===== src/rtl/grid_pkg.sv =====
// grid_pkg: shared definitions for the grid cursor controller.
//   - Button index constants for btn_in bit positions.
//   - clog2w(): bit width needed to hold values 0..n-1, never less than 1.
//   - rpt_state_e: per-button auto-repeat FSM states.
package grid_pkg;

  localparam int unsigned BTN_RIGHT = 0;
  localparam int unsigned BTN_DOWN  = 1;
  localparam int unsigned BTN_LEFT  = 2;
  localparam int unsigned BTN_UP    = 3;

  function automatic int unsigned clog2w(input int unsigned n);
    return (n <= 1) ? 1 : $clog2(n);
  endfunction

  typedef enum logic [1:0] {
    StIdle,
    StDelay,
    StRepeat
  } rpt_state_e;

endpackage


===== src/rtl/grid_cursor_ctrl_if.sv =====
// grid_cursor_ctrl_if: button input and cursor output bundle of the grid cursor controller.
//   btn_in    raw buttons [0]=right [1]=down [2]=left [3]=up
//   pos_x     cursor column
//   pos_y     cursor row
//   pos_index pos_y*COLS+pos_x
//   position  one-hot cell mask, bit pos_index set
//   move      one-cycle strobe when the cursor takes a new value
// Modports: master = the controller (drives the cursor), slave = board/consumer side.
interface grid_cursor_ctrl_if #(
  parameter int unsigned COLS = 4,
  parameter int unsigned ROWS = 4
);
  localparam int unsigned XW = grid_pkg::clog2w(COLS);
  localparam int unsigned YW = grid_pkg::clog2w(ROWS);
  localparam int unsigned IW = grid_pkg::clog2w(COLS * ROWS);
  localparam int unsigned N  = COLS * ROWS;

  logic [3:0]    btn_in;
  logic [XW-1:0] pos_x;
  logic [YW-1:0] pos_y;
  logic [IW-1:0] pos_index;
  logic [N-1:0]  position;
  logic          move;

  modport master (
    input  btn_in,
    output pos_x,
    output pos_y,
    output pos_index,
    output position,
    output move
  );

  modport slave (
    output btn_in,
    input  pos_x,
    input  pos_y,
    input  pos_index,
    input  position,
    input  move
  );
endinterface


===== src/rtl/btn_debounce.sv =====
// btn_debounce: synchronise and debounce one raw button.
//   clk   system clock
//   rst   synchronous active-high reset
//   raw   asynchronous raw button level
//   level accepted (debounced) level
//   press one-cycle pulse on an accepted 0->1 transition
// A press is only reported once the button has been seen released since reset, so a
// button held through reset does not step the cursor until it is released and pressed again.
module btn_debounce #(
  parameter int unsigned DEBOUNCE_CYCLES = 800000
) (
  input  logic clk,
  input  logic rst,
  input  logic raw,
  output logic level,
  output logic press
);
  localparam int unsigned CntW = grid_pkg::clog2w(DEBOUNCE_CYCLES);

  logic            meta_q, sync_q;
  logic [CntW-1:0] cnt_q, cnt_d;
  logic            level_q, level_d;
  logic            press_q, press_d;
  logic            armed_q, armed_d;
  logic [1:0]      fill_q;

  always_comb begin
    cnt_d   = cnt_q;
    level_d = level_q;
    if (sync_q == level_q) begin
      cnt_d = '0;
    end else if (cnt_q == CntW'(DEBOUNCE_CYCLES - 1)) begin
      level_d = ~level_q;
      cnt_d   = '0;
    end else begin
      cnt_d = cnt_q + CntW'(1);
    end
    // fill_q[1] marks that sync_q holds a real sample rather than its reset value.
    armed_d = armed_q | (fill_q[1] & ~sync_q);
    press_d = level_d & ~level_q & armed_q;
  end

  always_ff @(posedge clk) begin
    if (rst) begin
      meta_q  <= 1'b0;
      sync_q  <= 1'b0;
      cnt_q   <= '0;
      level_q <= 1'b0;
      press_q <= 1'b0;
      armed_q <= 1'b0;
      fill_q  <= 2'b00;
    end else begin
      meta_q  <= raw;
      sync_q  <= meta_q;
      cnt_q   <= cnt_d;
      level_q <= level_d;
      press_q <= press_d;
      armed_q <= armed_d;
      fill_q  <= {fill_q[0], 1'b1};
    end
  end

  assign level = level_q;
  assign press = press_q;
endmodule


===== src/rtl/grid_cursor_ctrl.sv =====
// grid_cursor_ctrl: debounced 4-button cursor controller on a COLS x ROWS board.
//   clk  system clock, rising edge
//   rst  synchronous active-high reset
//   bus  grid_cursor_ctrl_if.master: btn_in in; pos_x, pos_y, pos_index, position, move out
// Press events of one cycle combine into dx = R-L, dy = D-U; WRAP selects wrap vs saturate.
// Optional feature: define GRID_CURSOR_AUTO_REPEAT_EN to build hold-to-repeat, where a held
// button issues a synthetic press REPEAT_DELAY cycles after its press, then every
// REPEAT_PERIOD cycles until release.
module grid_cursor_ctrl
  import grid_pkg::*;
#(
  parameter int unsigned COLS            = 4,
  parameter int unsigned ROWS            = 4,
  parameter int unsigned DEBOUNCE_CYCLES = 800000,
  parameter int unsigned WRAP            = 1,
  parameter int unsigned REPEAT_DELAY    = 25000000,
  parameter int unsigned REPEAT_PERIOD   = 10000000
) (
  input logic              clk,
  input logic              rst,
  grid_cursor_ctrl_if.master bus
);
  localparam int unsigned XW = clog2w(COLS);
  localparam int unsigned YW = clog2w(ROWS);
  localparam int unsigned IW = clog2w(COLS * ROWS);
  localparam int unsigned N  = COLS * ROWS;

  logic [3:0] level, press, evt;

  for (genvar i = 0; i < 4; i++) begin : g_btn
    btn_debounce #(
      .DEBOUNCE_CYCLES(DEBOUNCE_CYCLES)
    ) u_db (
      .clk  (clk),
      .rst  (rst),
      .raw  (bus.btn_in[i]),
      .level(level[i]),
      .press(press[i])
    );
  end

`ifdef GRID_CURSOR_AUTO_REPEAT_EN
  localparam int unsigned RptMax = (REPEAT_DELAY > REPEAT_PERIOD) ? REPEAT_DELAY : REPEAT_PERIOD;
  localparam int unsigned RptW   = clog2w(RptMax);

  logic [3:0] rpt;

  for (genvar i = 0; i < 4; i++) begin : g_rpt
    rpt_state_e      st_q, st_d;
    logic [RptW-1:0] cnt_q, cnt_d;
    logic            pulse;

    always_comb begin
      st_d  = st_q;
      cnt_d = cnt_q;
      pulse = 1'b0;
      unique case (st_q)
        StIdle: begin
          if (press[i]) begin
            st_d  = StDelay;
            cnt_d = '0;
          end
        end
        StDelay: begin
          if (!level[i]) begin
            st_d = StIdle;
          end else if (cnt_q == RptW'(REPEAT_DELAY - 1)) begin
            pulse = 1'b1;
            st_d  = StRepeat;
            cnt_d = '0;
          end else begin
            cnt_d = cnt_q + RptW'(1);
          end
        end
        StRepeat: begin
          if (!level[i]) begin
            st_d = StIdle;
          end else if (cnt_q == RptW'(REPEAT_PERIOD - 1)) begin
            pulse = 1'b1;
            cnt_d = '0;
          end else begin
            cnt_d = cnt_q + RptW'(1);
          end
        end
        default: st_d = StIdle;
      endcase
    end

    always_ff @(posedge clk) begin
      if (rst) begin
        st_q  <= StIdle;
        cnt_q <= '0;
      end else begin
        st_q  <= st_d;
        cnt_q <= cnt_d;
      end
    end

    assign rpt[i] = pulse;
  end

  assign evt = press | rpt;
`else
  localparam int unsigned unused_rpt_cfg = REPEAT_DELAY + REPEAT_PERIOD;
  logic unused_level;
  assign unused_level = ^level;
  assign evt = press;
`endif

  logic          go_r, go_l, go_d, go_u;
  logic [XW-1:0] x_q, x_d;
  logic [YW-1:0] y_q, y_d;
  logic [IW-1:0] index_q, index_d;
  logic [N-1:0]  position_q, position_d;
  logic          move_q, move_d;

  // Opposite presses in the same cycle cancel on that axis.
  assign go_r = evt[BTN_RIGHT] & ~evt[BTN_LEFT];
  assign go_l = evt[BTN_LEFT] & ~evt[BTN_RIGHT];
  assign go_d = evt[BTN_DOWN] & ~evt[BTN_UP];
  assign go_u = evt[BTN_UP] & ~evt[BTN_DOWN];

  always_comb begin
    x_d = x_q;
    y_d = y_q;
    if (go_r) begin
      if (x_q == XW'(COLS - 1)) x_d = (WRAP != 0) ? '0 : x_q;
      else                      x_d = x_q + XW'(1);
    end else if (go_l) begin
      if (x_q == '0) x_d = (WRAP != 0) ? XW'(COLS - 1) : x_q;
      else           x_d = x_q - XW'(1);
    end
    if (go_d) begin
      if (y_q == YW'(ROWS - 1)) y_d = (WRAP != 0) ? '0 : y_q;
      else                      y_d = y_q + YW'(1);
    end else if (go_u) begin
      if (y_q == '0) y_d = (WRAP != 0) ? YW'(ROWS - 1) : y_q;
      else           y_d = y_q - YW'(1);
    end
    // A saturated axis leaves x_d/y_d unchanged, so move only reflects real changes.
    move_d     = (x_d != x_q) | (y_d != y_q);
    index_d    = IW'(y_d) * IW'(COLS) + IW'(x_d);
    position_d = N'(1) << index_d;
  end

  always_ff @(posedge clk) begin
    if (rst) begin
      x_q        <= '0;
      y_q        <= '0;
      index_q    <= '0;
      position_q <= N'(1);
      move_q     <= 1'b0;
    end else begin
      x_q        <= x_d;
      y_q        <= y_d;
      index_q    <= index_d;
      position_q <= position_d;
      move_q     <= move_d;
    end
  end

  assign bus.pos_x     = x_q;
  assign bus.pos_y     = y_q;
  assign bus.pos_index = index_q;
  assign bus.position  = position_q;
  assign bus.move      = move_q;
endmodule

===== src/flat_wrapper.sv =====
// flat-port wrapper written by rule: the top's interface ports become plain ports
module grid_cursor_ctrl_flat import grid_pkg::*;
#(
  parameter int unsigned COLS            = 4,
  parameter int unsigned ROWS            = 4,
  parameter int unsigned DEBOUNCE_CYCLES = 800000,
  parameter int unsigned WRAP            = 1,
  parameter int unsigned REPEAT_DELAY    = 25000000,
  parameter int unsigned REPEAT_PERIOD   = 10000000
)
  (clk, rst, bus_btn_in, bus_pos_x, bus_pos_y, bus_pos_index, bus_position, bus_move);
  grid_cursor_ctrl_if #(.COLS(COLS), .ROWS(ROWS)) bus_i ();
  input logic clk;
  input logic rst;
  input wire logic [$bits(bus_i.btn_in)-1:0] bus_btn_in;
  output wire logic [$bits(bus_i.pos_x)-1:0] bus_pos_x;
  output wire logic [$bits(bus_i.pos_y)-1:0] bus_pos_y;
  output wire logic [$bits(bus_i.pos_index)-1:0] bus_pos_index;
  output wire logic [$bits(bus_i.position)-1:0] bus_position;
  output wire logic [$bits(bus_i.move)-1:0] bus_move;
  assign bus_i.btn_in = bus_btn_in;
  assign bus_pos_x = bus_i.pos_x;
  assign bus_pos_y = bus_i.pos_y;
  assign bus_pos_index = bus_i.pos_index;
  assign bus_position = bus_i.position;
  assign bus_move = bus_i.move;
  grid_cursor_ctrl #(.COLS(COLS), .ROWS(ROWS), .DEBOUNCE_CYCLES(DEBOUNCE_CYCLES), .WRAP(WRAP), .REPEAT_DELAY(REPEAT_DELAY), .REPEAT_PERIOD(REPEAT_PERIOD)) u_core (.clk(clk), .rst(rst), .bus(bus_i));
endmodule

===== config.mk =====
export PLATFORM = sky130hd
export DESIGN_NAME = grid_cursor_ctrl_flat
export DESIGN_NICKNAME = d
export VERILOG_FILES = /design/src/rtl/grid_pkg.sv /design/src/rtl/grid_cursor_ctrl_if.sv /design/src/rtl/btn_debounce.sv /design/src/rtl/grid_cursor_ctrl.sv /design/src/flat_wrapper.sv
export SDC_FILE = /design/constraint.sdc
export NUM_CORES = 1
export LEC_CHECK = 0
export CORE_ASPECT_RATIO = 0.7
export CORE_UTILIZATION = 37
export DETAILED_ROUTE_END_ITERATION = 16
export SLEW_MARGIN = 30
export SYNTH_ARGS = -nofsm -noshare
export SYNTH_HDL_FRONTEND = slang
export SYNTH_HIERARCHICAL = 1
export SYNTH_SLANG_ARGS = --single-unit

===== constraint.sdc =====
create_clock -name clk -period 2.39 [get_ports clk]
set_input_delay 0.239 -clock clk [delete_from_list [all_inputs] [get_ports clk]]
set_output_delay 0.239 -clock clk [all_outputs]
set_load 0.005 [all_outputs]

# --- Word-level counts from Yosys, hierarchy flattened ---
# Cells that the tools add are included.
totals:
  reg_bits: 133
  input_bits: 6
  elab_cells: 118
  output_inout_bits: 25
op_classes:
  bitwise_logic: 33
  mux: 20
  n_reduce_logical: 6
  addsub: 9
  eq_ne: 12
  shift: 1
ops:
  columns: ["op", "n"]
  rows:
  - ["$add A20 B1 Y20 const B", 4]
  - ["$eq A20 B20 Y1 const B", 4]
  - ["$and A1 B1 Y1", 16]
  - ["$mux W2", 8]
  - ["$shl A1 B4 Y16 const A", 1]
  - ["$mux W1", 12]
  - ["$not A1 Y1", 12]
  - ["$reduce_or A3 Y1", 4]
  - ["$or A1 B1 Y1", 5]
  - ["$add A2 B1 Y2 const B", 2]
  - ["$add A4 B2 Y4", 1]
  - ["$eq A1 B1 Y1", 4]
  - ["$eq A2 B2 Y1 const B", 2]
  - ["$logic_not A2 Y1", 2]
  - ["$ne A2 B2 Y1", 2]
  - ["$sub A2 B1 Y2 const B", 2]

# --- Longest topological paths before layout ---
depth:
  word_depth: 6
  ltp_mapped: 7
  depth_no_buf: 6

# --- By module ---
# The synthesis kept the hierarchy.
modules_own_cells:
  columns: ["module", "area_per_inst_um2", "cells_per_inst", "instances", "seq_area_each_um2"]
  rows:
  - ["btn_debounce", 1156.1, 122, 4, 540.5]
  - ["grid_cursor_ctrl", 899.6, 98, 1, 420.4]

# --- Worst setup path after synthesis ---
# OpenSTA, ideal clock, no wires.
synth_timing:
  kind: "flip-flop to flip-flop"
  startpoint: "register u_core.y_q[0], in the netlist u_core/bus.pos_y[0]"
  endpoint: "register u_core.position_q[12], in the netlist u_core/bus.position[12]"
  path_slack_ns: 0.483
  arrival_time_ns: 1.829
  stages_incl_launch_ff: 6
  t_required_ns: 2.312
  setup_ns: 0.078
  synth_period_minus_slack_ns: 1.907
  n_path_buf: 0
  path_cell_list: "dfxtp_1 ha_1 or3_1 a211o_1 or4_4 nor3_1"
synth_via:
  elab_chain_cells: 6
  elab_cells_between_ends: 10
  classes_between: "3 x add/sub; 1 x eq/ne; 1 x shift; 4 x mux; 1 x reduce/logical"
synth_lines:
  columns: ["item", "line_no", "source"]
  rows:
  - ["from (decl)", "grid_cursor_ctrl.sv:112", "logic [YW-1:0] y_q, y_d;"]
  - ["from (signal assigned)", "grid_cursor_ctrl.sv:155", "y_q <= y_d;"]
  - ["$sub A2 B1 Y2 or $logic_not A2 Y1 (tied branches)", "grid_cursor_ctrl.sv:138, grid_cursor_ctrl.sv:137", null]
  - ["$mux W2", "grid_cursor_ctrl.sv:137", "if (y_q == '0) y_d = (WRAP != 0) ? YW'(ROWS - 1) : y_q;"]
  - ["$mux W2", "grid_cursor_ctrl.sv:136", "end else if (go_u) begin"]
  - ["$mux W2 (*)", "grid_cursor_ctrl.sv:133", "if (go_d) begin"]
  - ["$add A4 B2 Y4 (*)", "grid_cursor_ctrl.sv:142", "index_d = IW'(y_d) * IW'(COLS) + IW'(x_d);"]
  - ["$shl A1 B4 Y16 (*)", "grid_cursor_ctrl.sv:143", "position_d = N'(1) << index_d;"]
  - ["to (signal assigned)", "grid_cursor_ctrl.sv:157", "position_q <= position_d;"]
  - ["to (decl)", "grid_cursor_ctrl.sv:114", "logic [N-1:0] position_q, position_d;"]
# Every way passes the cells marked *; elsewhere a longest branch is shown, timed or not.
# A chain may end at the register's enable or synchronous reset.

# --- Worst setup path after layout ---
layout_timing:
  startpoint: "register u_core.y_q[0], in the netlist u_core/bus.pos_y[0]"
  endpoint: "register u_core.position_q[4], in the netlist u_core/bus.position[4]"
# The elaborated chain is that of the path after synthesis.

==> metrics.txt <==
status finished clean; Worst EP required roughly 2700 ps; synthesized area 5520 um^2; Core Box Area 14200 um^2; ant diodes 0; reg2reg start u_core/bus.pos_y[0]; Worst-Skew Late Latency ~400 ps; final net count between 600 and 700; Post-CTS Hold Buffers 0; final std cells w/o fill approximately 830; vias in the first global route approximately 3900; RD Place Congestion 0.804; dpl hpwl between 7000 and 8000 um; syn_area_per_cell 9.43 um^2; die height about 100 um; setup_tns 0 ps; Post-Route WL 11100 um; Flop pwr share between 40% and 50%; placed insts about 800; Power per Cell Area 735 nW/um^2; clock slew seen by the registers of the worst setup and hold paths 60 ps; grt total ovfl 0; Least-Margin Pin Slew approximately 650 ps; H-tree level count 4; Synthesized Nets 600; CP Launch Point u_core/bus.pos_y[0]; Tcrit/Tclk final between 80% and 90%; Clk pwr share 54.0%; Synth async-reset ratio 0%; routed len/inst around 13 um; Worst Setup End Kind flop; logic gate share of total power under 10%; GRT Total Usage 15.1%; switching pwr approximately 1.0 mW; cells after synthesis 586; Pint 3.86 mW; largest net degree at the start of global routing 28; ys flop type dfxtp_1; Slowest cell on crit path a211oi_1; io pins 31; # DRC 0; total CTS buffers 17; peak fanout along the critical path 9; routed vias around 4300; Worst Clk Skew 11.2 ps; Ys Warns 6; crit-path cells inv_1, ha_1, nor2b_1, a211oi_1, o211ai_1, nor3_1; Tmin final 2150 ps; CP peak stage delay approximately 560 ps; Lkg Pwr 2.11 nW; DRT iter0 DRCs roughly 240; sequential fraction of the synthesis area 46.7%; Worst Setup Start Kind flop; final hold vios 0; Clock Tree Root clkbuf_16; die area roughly 15000 um^2; Max Root-Sink Buffers 2; clock sinks approximately 130; Yosys reg bits between 100 and 150; Distinct cells, synth 44; post-CTS setup buffer count 0; antenna violations before repair 0; Crit Path Class flop to flop; min-delay src rst; First-pass DRT Iterations 4; max-cap violations 0; final setup fails 0; hold crit path type input port to flop; Fmax about 470 MHz; CTS tree yes; share of layout cells above drive strength 1 between 10% and 20%; global-route wire length before repair 18600 um; Via-to-Cell Ratio roughly 5.1; Die X about 150 um; RSZ-0062 raised after global routing false; CP arrival roughly 2500 ps; antenna-violating nets left 0; Pins Over Slew Limit 0; CTS resizes 0; IO buf count 30; Switching Fraction approximately a fifth; Layout area overhead 19.8%; Slew HR 56.4%; num rows 36; EDFF count, synth 0; effective utilization at floorplan 38.8%; worst vdd ir 0.000404 V
-- cell usage in the layout, fill, tap and decap left out, types with 3 or more instances in the layout --
master,instances
and4b_1,4
nand4_2,4
nand4_1,12
clkbuf_16,17
or2_1,4
xor2_1,13
clkinvlp_4,4
inv_1,28
or3_1,10
ha_1,8
clkinv_2,3
nor3_1,21
xnor2_1,45
and3_1,8
bufinv_16,3
nand2_1,23
nor4_1,24
or4_1,21
o31ai_4,4
a21oi_1,30
dfxtp_1,129
nand3_2,4
nor2_1,77
o21ai_0,6
buf_4,8
nand3_1,25
nor2b_1,15
nand4_4,4
nor4bb_1,5
o31ai_1,21
or3_4,4
or2_2,4
clkdlybuf4s50_1,29
-- per-stage QoR --
stage | hold WS, ps | total power [mW] | instance area, um^2 | util [%] | setup WS, ps
after floorplan | 296 | 2.26 | 5520 | - | 483
after global placement | 420 | 2.28 | 6010 | 42.2 | 427
after detailed placement | 422 | 2.29 | 6010 | 42.2 | 270
after CTS | 237 | 4.92 | 6620 | 46.5 | 258
after global routing | 278 | 5.03 | 6620 | 46.5 | 78.8
final | 248 | 4.86 | 6620 | 46.5 | 241
-- cell families after synthesis --
kind of cell	Yosys count	synth area share, %
buf+inv	43	3.83
compound gates	74	9.51
xor+xnor	58	9.20
mux	1	0.181
simple gates	273	28.7
flops	129	46.7
fa+ha+maj	8	1.81
-- flip-flops by register name (all words and copies together), names as in the netlist --
name / flops
u_core/bus.position: 16
u_core/g_btn.u_db/level: 4
u_core/g_btn.u_db/press: 4
u_core/bus.pos_x: 1
u_core/g_btn.u_db/cnt_q: 80
u_core/g_btn.u_db/meta_q: 4
u_core/bus.pos_index: 1
u_core/bus.move: 1
u_core/bus.pos_y: 2
u_core/g_btn.u_db/armed_q: 4
u_core/g_btn.u_db/fill_q: 8
u_core/g_btn.u_db/sync_q: 4
-- cells in the mapped netlist (2+ instances only) --
master      n  share of area, %
dfxtp_1   129                47
nor2_1     77               5.2
xnor2_1    45               7.1
a21oi_1    30               2.7
inv_1      28               1.9
nand3_1    25               2.3
nor4_1     24               2.7
nand2_1    23               1.6
nor3_1     21               1.9
o31ai_1    21               2.9
or4_1      21               2.9
nor2b_1    15               1.7
xor2_1     13               2.1
nand4_1    12               1.4
or3_1      10               1.1
and3_1      8              0.91
ha_1        8               1.8
o21ai_0     6              0.54
nor4bb_1    5              0.91
and4b_1     4              0.72
buf_2       4              0.36
buf_4       4              0.54
buf_6       4              0.82
nand3_2     4              0.72
nand4_2     4              0.91
nand4_4     4               1.5
o31ai_4     4               1.5
or2_1       4              0.45
or2_2       4              0.45
or3_4       4              0.82
clkbuf_1    3              0.20
a211o_1     2              0.32
a211oi_1    2              0.27
a31oi_1     2              0.23
and2_1      2              0.23
o211ai_1    2              0.27
-- power groups by stage --
| stage | sequential (mW) | combinational, mW | clock [mW] |
|---|---|---|---|
| detailed placement | 2.23 | 0.0599 | 0 |
| global placement | 2.23 | 0.0586 | 0 |
| global route | 2.18 | 0.0669 | 2.78 |
| CTS | 2.18 | 0.0605 | 2.68 |
| finish | 2.18 | 0.0593 | 2.62 |
| floorplan | 2.22 | 0.0307 | 0 |
-- worst paths after layout --
| kind | end | slack [ps] | depth (start not counted) |
|---|---|---|---|
| min reg2reg | u_core/g_btn[1].u_db/fill_q[1] | 430 | 1 |
| max reg2reg | u_core/bus.position[4] | 240 | 6 |
| min | u_core/g_btn[2].u_db/fill_q[0] | 250 | 2 |
| max | u_core/bus.position[4] | 240 | 6 |
-- critical path: cells and delay by family, from the launching register on --
| kind | cells | cell delay [ps] |
|---|---|---|
| flops | 1 | 460 |
| simple gates | 2 | 290 |
| compound gates | 2 | 840 |
| fa+ha+maj | 1 | 350 |
| buf+inv | 1 | 110 |
-- routing by layer --
| layer | routed length (um) | up-vias | share of wire (%) | track usage, % |
|---|---|---|---|---|
| met2 | 4680 | 59 | 42 | 20.8 |
| met1 | 6010 | 2001 | 54 | 21.9 |
| li1 | - | 2188 | - | - |
| met3 | 337 | 7 | 3.0 | 5.00 |
| met4 | 104 | 0 | 0.93 | 4.79 |
| met5 | 0 | - | 0 | 0 |
-- area by class of cell --
cell class | instances | area (um^2)
fillers | 1370 | 7620
repair buffers | 38 | 355
flip-flops and latches | 129 | 2580
well taps | 190 | 238
clock buffers | 19 | 443
clock inverters | 13 | 161
multi-input cells | 414 | 2730
inverters | 28 | 105
Power figures use the tool's default switching activity.
